### src/rtl/tron_pkg.sv
// Shared definitions for the light-cycle game: match states, winner codes,
// default timing constants and a saturating score increment.
package tron_pkg;

    // Match sequencer states
    localparam logic [2:0] IDLE       = 3'd0;
    localparam logic [2:0] CLEAR      = 3'd1;
    localparam logic [2:0] PLAY       = 3'd2;
    localparam logic [2:0] ROUND_END  = 3'd3;
    localparam logic [2:0] HOLD       = 3'd4;
    localparam logic [2:0] MATCH_OVER = 3'd5;

    // Winner encodings
    localparam logic [1:0] WIN_NONE = 2'b00;
    localparam logic [1:0] WIN_P1   = 2'b01;
    localparam logic [1:0] WIN_P2   = 2'b10;

    // Default timing (50 MHz system clock)
    localparam int unsigned DEF_WIN_SCORE    = 10;
    localparam int unsigned DEF_CLEAR_CYCLES = 19200;
    localparam int unsigned DEF_HOLD_CYCLES  = 50000000;
    localparam int unsigned DEF_CNT_W        = 26;

    // Score counters stick at 15 rather than wrapping
    function automatic logic [3:0] sat_inc(input logic [3:0] s);
        return (s == 4'hF) ? s : s + 4'd1;
    endfunction

endpackage

### src/rtl/phase_timer.sv
// Shared phase timer: up-counter cleared on phase entry, with a terminal-count
// flag raised on the last cycle of the phase (count == limit - 1).
module phase_timer #(
    parameter int unsigned CNT_W = 26
) (
    input  logic             clk,
    input  logic             reset,
    input  logic             clr,
    input  logic             en,
    input  logic [CNT_W-1:0] limit,
    output logic             done
);

    logic [CNT_W-1:0] count;

    // Terminal compare ends the phase, so the counter stops there instead of wrapping
    always_comb begin
        done = (count == limit - 1'b1);
    end

    // Count up while enabled; clear on reset or phase change
    always_ff @(posedge clk) begin
        if (reset || clr) begin
            count <= '0;
        end else if (en && !done) begin
            count <= count + 1'b1;
        end
    end

endmodule

### src/rtl/round_controller.sv
// Match sequencer for the two-player light-cycle game.
// Optional build macro ROUND_CTRL_WIN_BY_TWO_EN: a match win additionally
// needs a two-point lead (with a sudden-death rule once both sit at 15).
module round_controller
    import tron_pkg::*;
#(
    parameter int unsigned WIN_SCORE    = DEF_WIN_SCORE,
    parameter int unsigned CLEAR_CYCLES = DEF_CLEAR_CYCLES,
    parameter int unsigned HOLD_CYCLES  = DEF_HOLD_CYCLES,
    parameter int unsigned CNT_W        = DEF_CNT_W
) (
    input  logic       clk,
    input  logic       reset,
    input  logic       start,
    input  logic       p1_crash,
    input  logic       p2_crash,
    output logic       game_run,
    output logic       board_clear,
    output logic       p1_point,
    output logic       p2_point,
    output logic       score_clear,
    output logic [3:0] p1_score,
    output logic [3:0] p2_score,
    output logic       match_over,
    output logic [1:0] winner
);

    localparam logic [3:0]       WIN_THR   = 4'(WIN_SCORE);
    localparam logic [CNT_W-1:0] CLEAR_LIM = CNT_W'(CLEAR_CYCLES);
    localparam logic [CNT_W-1:0] HOLD_LIM  = CNT_W'(HOLD_CYCLES);

    logic [2:0] state_q, state_d;
    // pend_q[0]: player 1 earns the point, pend_q[1]: player 2 earns it
    logic [1:0] pend_q, pend_d;
    logic [3:0] p1_q, p1_d, p2_q, p2_d;
    logic [1:0] win_q, win_d;
    logic       sclr_q, sclr_d;

    logic [3:0] p1_new, p2_new;
    logic       p1_wins, p2_wins;

    logic             tmr_clr, tmr_en, tmr_done;
    logic [CNT_W-1:0] tmr_limit;

    // Post-increment scores and match-win decision for the round being closed
    always_comb begin
        p1_new = pend_q[0] ? sat_inc(p1_q) : p1_q;
        p2_new = pend_q[1] ? sat_inc(p2_q) : p2_q;
`ifdef ROUND_CTRL_WIN_BY_TWO_EN
        // Both stuck at 15 means no lead can form; next decisive round settles it
        p1_wins = pend_q[0] && (((p1_q == 4'hF) && (p2_q == 4'hF)) ||
                  ((p1_new >= WIN_THR) && ({1'b0, p1_new} >= {1'b0, p2_new} + 5'd2)));
        p2_wins = pend_q[1] && (((p1_q == 4'hF) && (p2_q == 4'hF)) ||
                  ((p2_new >= WIN_THR) && ({1'b0, p2_new} >= {1'b0, p1_new} + 5'd2)));
`else
        p1_wins = pend_q[0] && (p1_new >= WIN_THR);
        p2_wins = pend_q[1] && (p2_new >= WIN_THR);
`endif
    end

    // Next-state logic for the match sequencer
    always_comb begin
        state_d = state_q;
        pend_d  = pend_q;
        p1_d    = p1_q;
        p2_d    = p2_q;
        win_d   = win_q;
        sclr_d  = 1'b0;
        case (state_q)
            IDLE, MATCH_OVER: begin
                if (start) begin
                    state_d = CLEAR;
                    sclr_d  = 1'b1;
                    p1_d    = 4'd0;
                    p2_d    = 4'd0;
                    win_d   = WIN_NONE;
                end
            end
            CLEAR: begin
                if (tmr_done) begin
                    state_d = PLAY;
                end
            end
            PLAY: begin
                if (p1_crash || p2_crash) begin
                    state_d = ROUND_END;
                    // A lone crash awards the opponent; a double crash is a draw
                    pend_d  = {p1_crash & ~p2_crash, p2_crash & ~p1_crash};
                end
            end
            ROUND_END: begin
                p1_d   = p1_new;
                p2_d   = p2_new;
                pend_d = 2'b00;
                if (p1_wins) begin
                    state_d = MATCH_OVER;
                    win_d   = WIN_P1;
                end else if (p2_wins) begin
                    state_d = MATCH_OVER;
                    win_d   = WIN_P2;
                end else begin
                    state_d = HOLD;
                end
            end
            HOLD: begin
                if (tmr_done) begin
                    state_d = CLEAR;
                end
            end
            default: begin
                state_d = IDLE;
            end
        endcase
    end

    // State and shadow-score registers
    always_ff @(posedge clk) begin
        if (reset) begin
            state_q <= IDLE;
            pend_q  <= 2'b00;
            p1_q    <= 4'd0;
            p2_q    <= 4'd0;
            win_q   <= WIN_NONE;
            sclr_q  <= 1'b0;
        end else begin
            state_q <= state_d;
            pend_q  <= pend_d;
            p1_q    <= p1_d;
            p2_q    <= p2_d;
            win_q   <= win_d;
            sclr_q  <= sclr_d;
        end
    end

    // Timer restarts on every state change and only runs in timed phases
    always_comb begin
        tmr_clr   = (state_d != state_q);
        tmr_en    = (state_q == CLEAR) || (state_q == HOLD);
        tmr_limit = (state_q == CLEAR) ? CLEAR_LIM : HOLD_LIM;
    end

    phase_timer #(
        .CNT_W (CNT_W)
    ) u_phase_timer (
        .clk   (clk),
        .reset (reset),
        .clr   (tmr_clr),
        .en    (tmr_en),
        .limit (tmr_limit),
        .done  (tmr_done)
    );

    // Outputs decoded from registered state
    always_comb begin
        game_run    = (state_q == PLAY);
        board_clear = (state_q == CLEAR);
        p1_point    = (state_q == ROUND_END) && pend_q[0];
        p2_point    = (state_q == ROUND_END) && pend_q[1];
        score_clear = sclr_q;
        p1_score    = p1_q;
        p2_score    = p2_q;
        match_over  = (state_q == MATCH_OVER);
        winner      = win_q;
    end

endmodule

### config.mk
export PLATFORM = sky130hd
export DESIGN_NAME = round_controller
export DESIGN_NICKNAME = d
export VERILOG_FILES = /design/src/rtl/tron_pkg.sv /design/src/rtl/phase_timer.sv /design/src/rtl/round_controller.sv
export SDC_FILE = /design/constraint.sdc
export NUM_CORES = 1
export LEC_CHECK = 0
export CORE_MARGIN = 5
export CORE_UTILIZATION = 44
export CTS_CLUSTER_SIZE = 28
export DETAILED_ROUTE_END_ITERATION = 16
export HOLD_SLACK_MARGIN = 0.15
export PLACE_DENSITY = 0.74
export SETUP_SLACK_MARGIN = 0.5
export SYNTH_ARGS = -nofsm -noshare
export SYNTH_HDL_FRONTEND = slang
export SYNTH_SLANG_ARGS = --single-unit
### constraint.sdc
create_clock -name clk -period 3.29 [get_ports clk]
set_clock_uncertainty 0.15 [all_clocks]
set_input_delay 0.658 -clock clk [delete_from_list [all_inputs] [get_ports clk]]
set_output_delay 0.658 -clock clk [all_outputs]
set_load 0.02 [all_outputs]
==> run_results.csv, run 1 <==
group,metric,value,unit
global_routing,track_usage,15.4,%
worst_setup_path,worst_setup_path_end_kind,"output pin",
synth,ys_types,50,
synth,ys_seq_elements,42,
detailed_routing,detail_route.wl_per_cell,14.2,microns
final_layout,antenna_cells_inserted,0,
worst_setup_path,critPathTopFamily,"buffers and inverters",
synth,synth_top_area_share,35.0,%
global_routing,first_global_vias,2022,
cts,clock_tree.buffer_depth,2,
detailed_routing,first_iter_violations,117,
placement,hpwl,3700,microns
synth,synthCells,282,
cts,cts-buffers-inserted,5,
job,cap_violations,0,
sta,drv_slew,0,
detailed_routing,drt_total_wl,5310,microns
synth,synth-edff-count,0,
floorplanning,io_pins,21,
final_layout,syn_to_final_growth,15.6,%
global_routing,grt_first_pass_wirelength,9170,microns
synth,synth_ff_type,"dfxtp_1",
sta,timing.final.crit_share,81.2,%
cts,tritoncts_num_sinks,42,
cts,h-tree-depth,2,
floorplanning,floorplan.die.width,83.9,microns
worst_setup_path,path_class,"reg2out",
worst_setup_path,crit_chain,"nor3b_4, clkdlybuf4s50_1",
cts,worstSkewPairLatency,0.30,ns
final_layout,num-fill-cells,527,
final_layout,regArea,847,sq um
cts,cts_tree,"done",
detailed_routing,via_count,2145,
global_routing,largest_net_degree_at_the_start_of_global_routing,37,
floorplanning,placeableCoreArea,5410,sq um
worst_setup_path,startpoint_type,"flop",
worst_setup_path,crit_slowest_cell,"clkdlybuf4s50_1",
synth,yosysWarningCount,0,
run_status,run_status,"completed",
final_layout,postLayoutCellArea,2780,sq um
floorplanning,die_boundary_height,83.9,microns
power_and_ir_drop,powerDensity,324,nW/um^2
sta,finalHoldViolCount,0,
sta,maxClockFrequency,374,MHz
power_and_ir_drop,cellLeakagePower,0.898,nW
synth,synthesis.nets,290,
power_and_ir_drop,fin_total_pwr,0.901,mW
floorplanning,die_area,7040,sq um
hold_path,min-delay-start,"winner[1]$_SDFFE_PP0P_",
synth,synth_area,2400,sq um
worst_setup_path,arrival,1.86,ns
synth,synth_area_leader_cell,"dfxtp_1",
synth,most_area_consuming_cells_after_synthesis,"dfxtp_1 35%, xnor2_1 6.6%, nor3_2 4.6%, a21oi_1 4.0%, nor2_1 3.6%",
worst_setup_path,timing.critical_path.slowest_cell_delay,0.69,ns
hold_path,hold_path_class,"reg2reg",
sta,number_of_endpoints_failing_setup_at_the_final_stage,0,
worst_setup_path,cp.required,2.48,ns
detailed_routing,route.detailed.drc,0,
sta,layout_min_cycle_time,2.67,ns
final_layout,multi_input_comb_area,1490,sq um
sta,fin_tns_setup,0,ns
power_and_ir_drop,vdd_ir_drop_max,0.192,mV
cts,cts_root_buf,"clkbuf_8",
synth,syn_avg_cell_area,8.52,sq um
worst_setup_path,cp_num_buf_inv,1,
final_layout,layout-drive-gt1-share,12.6,%
worst_setup_path,crit-reg2reg-launch,"state_q[0]$_SDFF_PP0_",
global_routing,antenna_found_initial,0,
placement,numPortBuffers,20,
synth,postSynth.asyncResetShare,0,%
worst_setup_path,setup.worst_path.start,"state_q[0]$_SDFF_PP0_",
placement,post_dp_cell_area,2660,sq um
sta,rsz0062_at_grt,"false",
synth,synth-seq-area-share,35.0,%
sta,worst_relative_slew_slack,47.8,%
final_layout,final_nets,310,
detailed_routing,number_of_detailed_routing_iterations_run_before_antenna_repair,4,
floorplanning,initial_utilization,44.4,%
sta,max_slew.worst_pin.slew,0.776,ns
global_routing,gr-total-overflow,0,
detailed_routing,number_of_nets_still_failing_antenna_checks_after_routing,0,
detailed_routing,post_drt_via_cell_ratio,5.74,
floorplanning,floorplan.rows,27,
cts,cts.reportedPaths.clkPinSlew,0.08,ns
worst_setup_path,crit_fanout,14,
placement,gp_congestion,0.881,
-- layout make-up --
cell class	instances	area share (%)
clock buffers	5	2.48
clock inverters	2	0.360
repair buffers	26	8.92
multi-input cells	220	53.6
well taps	72	3.24
flip-flops and latches	42	30.5
inverters	7	0.946
-- worst min-delay path: cells and delay by family (launching register included) --
kind / cells / cell delay [ns]
AOI/OAI and AO/OA: 1 / 0.05
DFF: 1 / 0.32
buffers and inverters: 1 / 0.05
-- registers in the layout (all words and copies together) (netlist names) --
name and flops:
score_clear 1, p2_score 4, winner 2, state_q 3, p1_score 4, pend_q 2
u_phase_timer.count 26
-- stage by stage --
stage	util, %	hold slack [ns]	worst slack (ns)	instances
2_1_floorplan	-	0.326	0.847	282
3_3_place_gp	49.1	0.293	0.500	365
3_5_place_dp	49.1	0.297	0.467	365
4_1_cts	50.8	0.310	0.467	372
5_1_grt	51.4	0.338	0.527	374
6_report	51.4	0.305	0.620	374
-- worst paths after layout --
check                                         endpoint  slack, ns  depth (start not counted)
setup reg to reg  u_phase_timer.count[16]$_SDFFE_PP0P_       0.68                          6
hold reg to reg                 winner[1]$_SDFFE_PP0P_       0.30                          2
hold / removal                  winner[1]$_SDFFE_PP0P_       0.30                          2
setup / recovery                           board_clear       0.62                          2
-- cell usage after synthesis, types with 2 or more instances --
| library cell | n |
|---|---|
| nor3b_1 | 2 |
| and2_1 | 6 |
| nor4bb_1 | 2 |
| a21o_1 | 2 |
| a21boi_0 | 2 |
| nand3_1 | 14 |
| nor3_2 | 11 |
| clkbuf_1 | 9 |
| xor2_1 | 4 |
| and3_1 | 3 |
| nor2_1 | 23 |
| ha_1 | 3 |
| dfxtp_1 | 42 |
| a21oi_1 | 19 |
| o21a_1 | 3 |
| a31oi_1 | 3 |
| nand2b_1 | 5 |
| inv_1 | 7 |
| nor3_1 | 17 |
| nand3b_1 | 3 |
| mux2i_1 | 4 |
| nand4_1 | 12 |
| buf_2 | 2 |
| or3_1 | 5 |
| xnor2_1 | 18 |
| nand2_1 | 15 |
| a211oi_1 | 10 |
| o21ai_0 | 6 |
| nor2b_1 | 6 |
| nor4_1 | 3 |
| buf_6 | 2 |
-- kinds of logic after synthesis --
group / synth area share [%]
flip-flops: 35.0
XOR/XNOR: 8.02
AND/OR/NAND/NOR: 33.2
multiplexers: 2.14
buffers and inverters: 3.85
adder cells (fa/ha/maj): 1.56
AO/OA/AOI/OAI: 16.2
-- power breakdown --
group	leakage [nW]	total, mW	switching [mW]	internal, mW
Clock	0.0438	0.318	0.176	0.143
Sequential	0.340	0.517	0.00585	0.511
Combinational	0.514	0.0658	0.0409	0.0248
Total	0.898	0.901	0.222	0.678
-- repair_timing --
action / CTS / global route
hold buffers: 0 / 0
resized for setup: 4 / 5
hold endpoints to repair: 0 / 0
setup buffers: 0 / 2
endpoints found under the setup margin: 5 / 6
-- layout by cell type, fill, tap and decap left out, types with 2 or more instances in the layout --
| cell type | count |
|---|---|
| xnor2_1 | 18 |
| ha_1 | 3 |
| inv_1 | 7 |
| nand3_1 | 14 |
| nor3_1 | 17 |
| nor2_1 | 23 |
| a21boi_0 | 2 |
| a21oi_1 | 19 |
| clkinv_2 | 2 |
| nor2b_1 | 5 |
| xor2_1 | 4 |
| mux2i_1 | 3 |
| and2_1 | 6 |
| o21a_1 | 3 |
| dfxtp_1 | 39 |
| nor3_2 | 11 |
| and3_1 | 3 |
| o21ai_0 | 6 |
| a211oi_1 | 10 |
| nand4_1 | 12 |
| nor4_1 | 3 |
| buf_4 | 6 |
| a21o_1 | 2 |
| a31oi_1 | 3 |
| nand2_1 | 15 |
| nand2b_1 | 5 |
| nor4bb_1 | 2 |
| dfxtp_2 | 2 |
| clkdlybuf4s50_1 | 19 |
| clkbuf_8 | 5 |
| nor3b_1 | 2 |
| or3_1 | 5 |
| nand3b_1 | 3 |
-- routing by layer --
layer	part of all wire, %	wire, microns	global-route usage (%)
met1	47	2510	19.7
met2	47	2500	25.2
met3	4.2	225	3.95
met4	1.5	78	4.97
met5	0	0	0
No activity file was read; power rests on OpenSTA's default activity.
==> inputs of run 2 (changes only) <==
- clock period: 3.29 -> 2.8 ns (I/O delays scaled with it)
==> run 2 against run 1 <==
- cell area increased by 14%
- total power increased by 25%
- via count increased by 6.8%
- critical path type is now reg2reg
- wire length increased by 18%
- sequential share of layout area decreased by 3.3 points
==> run_results.csv, run 2 (same netlist as run 1, synthesis figures left out) <==
group,metric,value,unit
worst_setup_path,cp.required,2.82,ns
worst_setup_path,arrival,2.35,ns
run_status,run_status,"completed",
global_routing,track_usage,16.8,%
floorplanning,placeableCoreArea,5410,sq um
power_and_ir_drop,power.net_switching,0.272,mW
final_layout,layout-drive-gt1-share,28.4,%
cts,tritoncts_num_sinks,42,
placement,numPortBuffers,20,
sta,worst_relative_slew_slack,69.1,%
placement,gp_congestion,0.843,
worst_setup_path,startpoint_type,"flop",
cts,worstSkewPairLatency,0.29,ns
worst_setup_path,worst_setup_path_end_kind,"flop",
floorplanning,floorplan.rows,27,
floorplanning,floorplan.die.width,83.9,microns
placement,place.detailed.instances,371,
sta,finalHoldViolCount,0,
cts,cts_root_buf,"clkbuf_8",
sta,layout_min_cycle_time,2.34,ns
cts,cts.reportedPaths.clkPinSlew,0.08,ns
cts,clock_tree.buffer_depth,2,
worst_setup_path,cp_num_buf_inv,2,
detailed_routing,post_drt_via_cell_ratio,5.74,
final_layout,largest-register,"u_phase_timer.count",
floorplanning,initial_utilization,44.4,%
sta,fin_tns_setup,0,ns
floorplanning,die_area,7040,sq um
worst_setup_path,timing.critical_path.slowest_cell_delay,0.51,ns
cts,cts_hold_buf,0,
power_and_ir_drop,vdd_ir_drop_max,0.231,mV
power_and_ir_drop,comb_power_share,10.9,%
power_and_ir_drop,cellLeakagePower,1.05,nW
final_layout,commonest_cells_after_routing_fill_and_taps_aside,"32 x dfxtp_1, 23 x nor2_1, 22 x buf_4",
global_routing,grt_first_pass_wirelength,9900,microns
floorplanning,die_boundary_height,83.9,microns
final_layout,syn_to_final_growth,31.6,%
cts,h-tree-depth,2,
power_and_ir_drop,powerDensity,357,nW/um^2
sta,rsz0062_at_grt,"true",
detailed_routing,first_iter_violations,125,
detailed_routing,drt_total_wl,6270,microns
sta,number_of_endpoints_failing_setup_at_the_final_stage,0,
global_routing,largest_net_degree_at_the_start_of_global_routing,27,
final_layout,largest_register_ff_count,26,
cts,cts-buffers-inserted,5,
power_and_ir_drop,share_clk_of_total_power,35.6,%
final_layout,most_common_cell_after_layout_fill_and_taps_aside,"dfxtp_1",
sta,timing.final.crit_share,83.4,%
final_layout,final_nets,334,
hold_path,hold_path_class,"reg2reg",
power_and_ir_drop,share_seq_of_total_power,53.5,%
sta,drv_slew,0,
cts,cts_tree,"done",
job,cap_violations,0,
final_layout,antenna_cells_inserted,0,
detailed_routing,number_of_nets_still_failing_antenna_checks_after_routing,0,
worst_setup_path,path_class,"reg2reg",
global_routing,gr-total-overflow,0,
placement,hpwl,3860,microns
global_routing,first_global_vias,2169,
final_layout,instances_no_fill,399,
detailed_routing,detail_route.wl_per_cell,15.7,microns
detailed_routing,via_count,2291,
detailed_routing,route.detailed.drc,0,
worst_setup_path,crit_fanout,7,
worst_setup_path,crit_slowest_cell,"or4_4",
power_and_ir_drop,switching_share,24.1,%
global_routing,antenna_found_initial,0,
worst_setup_path,crit_chain,"nor3b_4, or4_4, a21oi_4, nand2_4, a221oi_4, buf_6, clkbuf_16, a211oi_2",
detailed_routing,number_of_detailed_routing_iterations_run_before_antenna_repair,4,
floorplanning,io_pins,21,
power_and_ir_drop,power_report.internal_total,0.856,mW
sta,max_slew.worst_pin.slew,0.460,ns
worst_setup_path,critPathTopFamily,"simple AND/OR/NAND/NOR gates",
sta,maxClockFrequency,428,MHz
run 2: cell types whose count changed in the layout (fill, tap and decap cells not counted), moves of 5 or more:
cell,previous run,this run
buf_4,6,22
dfxtp_1,39,32
dfxtp_2,2,7
nor3_1,17,11
nor3_2,11,17
run 2: worst paths after layout:
check,from,depth (start not counted),endpoint,slack (ns)
worst max-delay path,state_q[0]$_SDFF_PP0_,8,u_phase_timer.count[18]$_SDFFE_PP0P_,0.46
worst min-delay path,winner[1]$_SDFFE_PP0P_,2,winner[1]$_SDFFE_PP0P_,0.32
worst max register to register,state_q[0]$_SDFF_PP0_,8,u_phase_timer.count[18]$_SDFFE_PP0P_,0.46
worst min register to register,winner[1]$_SDFFE_PP0P_,2,winner[1]$_SDFFE_PP0P_,0.32
run 2: final cells by class:
| class | instances | area [sq um] |
|---|---|---|
| repair buffers | 50 | 493 |
| flip-flops and latches | 42 | 861 |
| fillers | 470 | 2240 |
| clock inverters | 1 | 5.00 |
| inverters | 7 | 26.3 |
| well taps | 72 | 90.1 |
| clock buffers | 7 | 86.3 |
| multi-input cells | 220 | 1600 |
run 2: power groups by stage:
stage               Combinational [mW]  Sequential [mW]  Clock [mW]
finish                           0.123            0.603       0.402
global route                     0.130            0.604       0.445
CTS                             0.0952            0.602       0.416
detailed placement              0.0781            0.622           0
global placement                0.0777            0.622           0
floorplan                       0.0553            0.619           0
run 2: metrics by stage:
stage,total power [mW],setup WS [ns],area (sq um),hold slack (ns),util [%]
after floorplan,0.675,0.461,2420,0.326,-
after global placement,0.700,0.304,2720,0.293,50.3
after detailed placement,0.700,0.250,2720,0.304,50.3
after CTS,1.11,0.500,2950,0.316,54.5
after global routing,1.18,0.431,3160,0.336,58.5
final,1.13,0.464,3160,0.318,58.5
run 2: worst min-delay path: cells and delay by family, from the launching register on:
kind	cells	cell delay [ns]
AO/OA/AOI/OAI	1	0.05
buffers and inverters	1	0.06
flip-flops	1	0.32
run 2: timing repair:
| item | in CTS | in global routing |
|---|---|---|
| setup endpoints to repair | 31 | 28 |
| gates cloned | 0 | 3 |
| hold endpoints to repair | 0 | 0 |
| pin swaps | 5 | 9 |
| gates resized for setup | 18 | 31 |
| setup buffers | 11 | 6 |
run 2: routing by layer:
layer / up-vias / GRT usage [%] / wire [microns]
li1: 1123 / - / -
met1: 1096 / 20.5 / 2700
met2: 63 / 28.8 / 3150
met3: 9 / 3.46 / 328
met4: 0 / 6.58 / 89
met5: - / 0 / 0
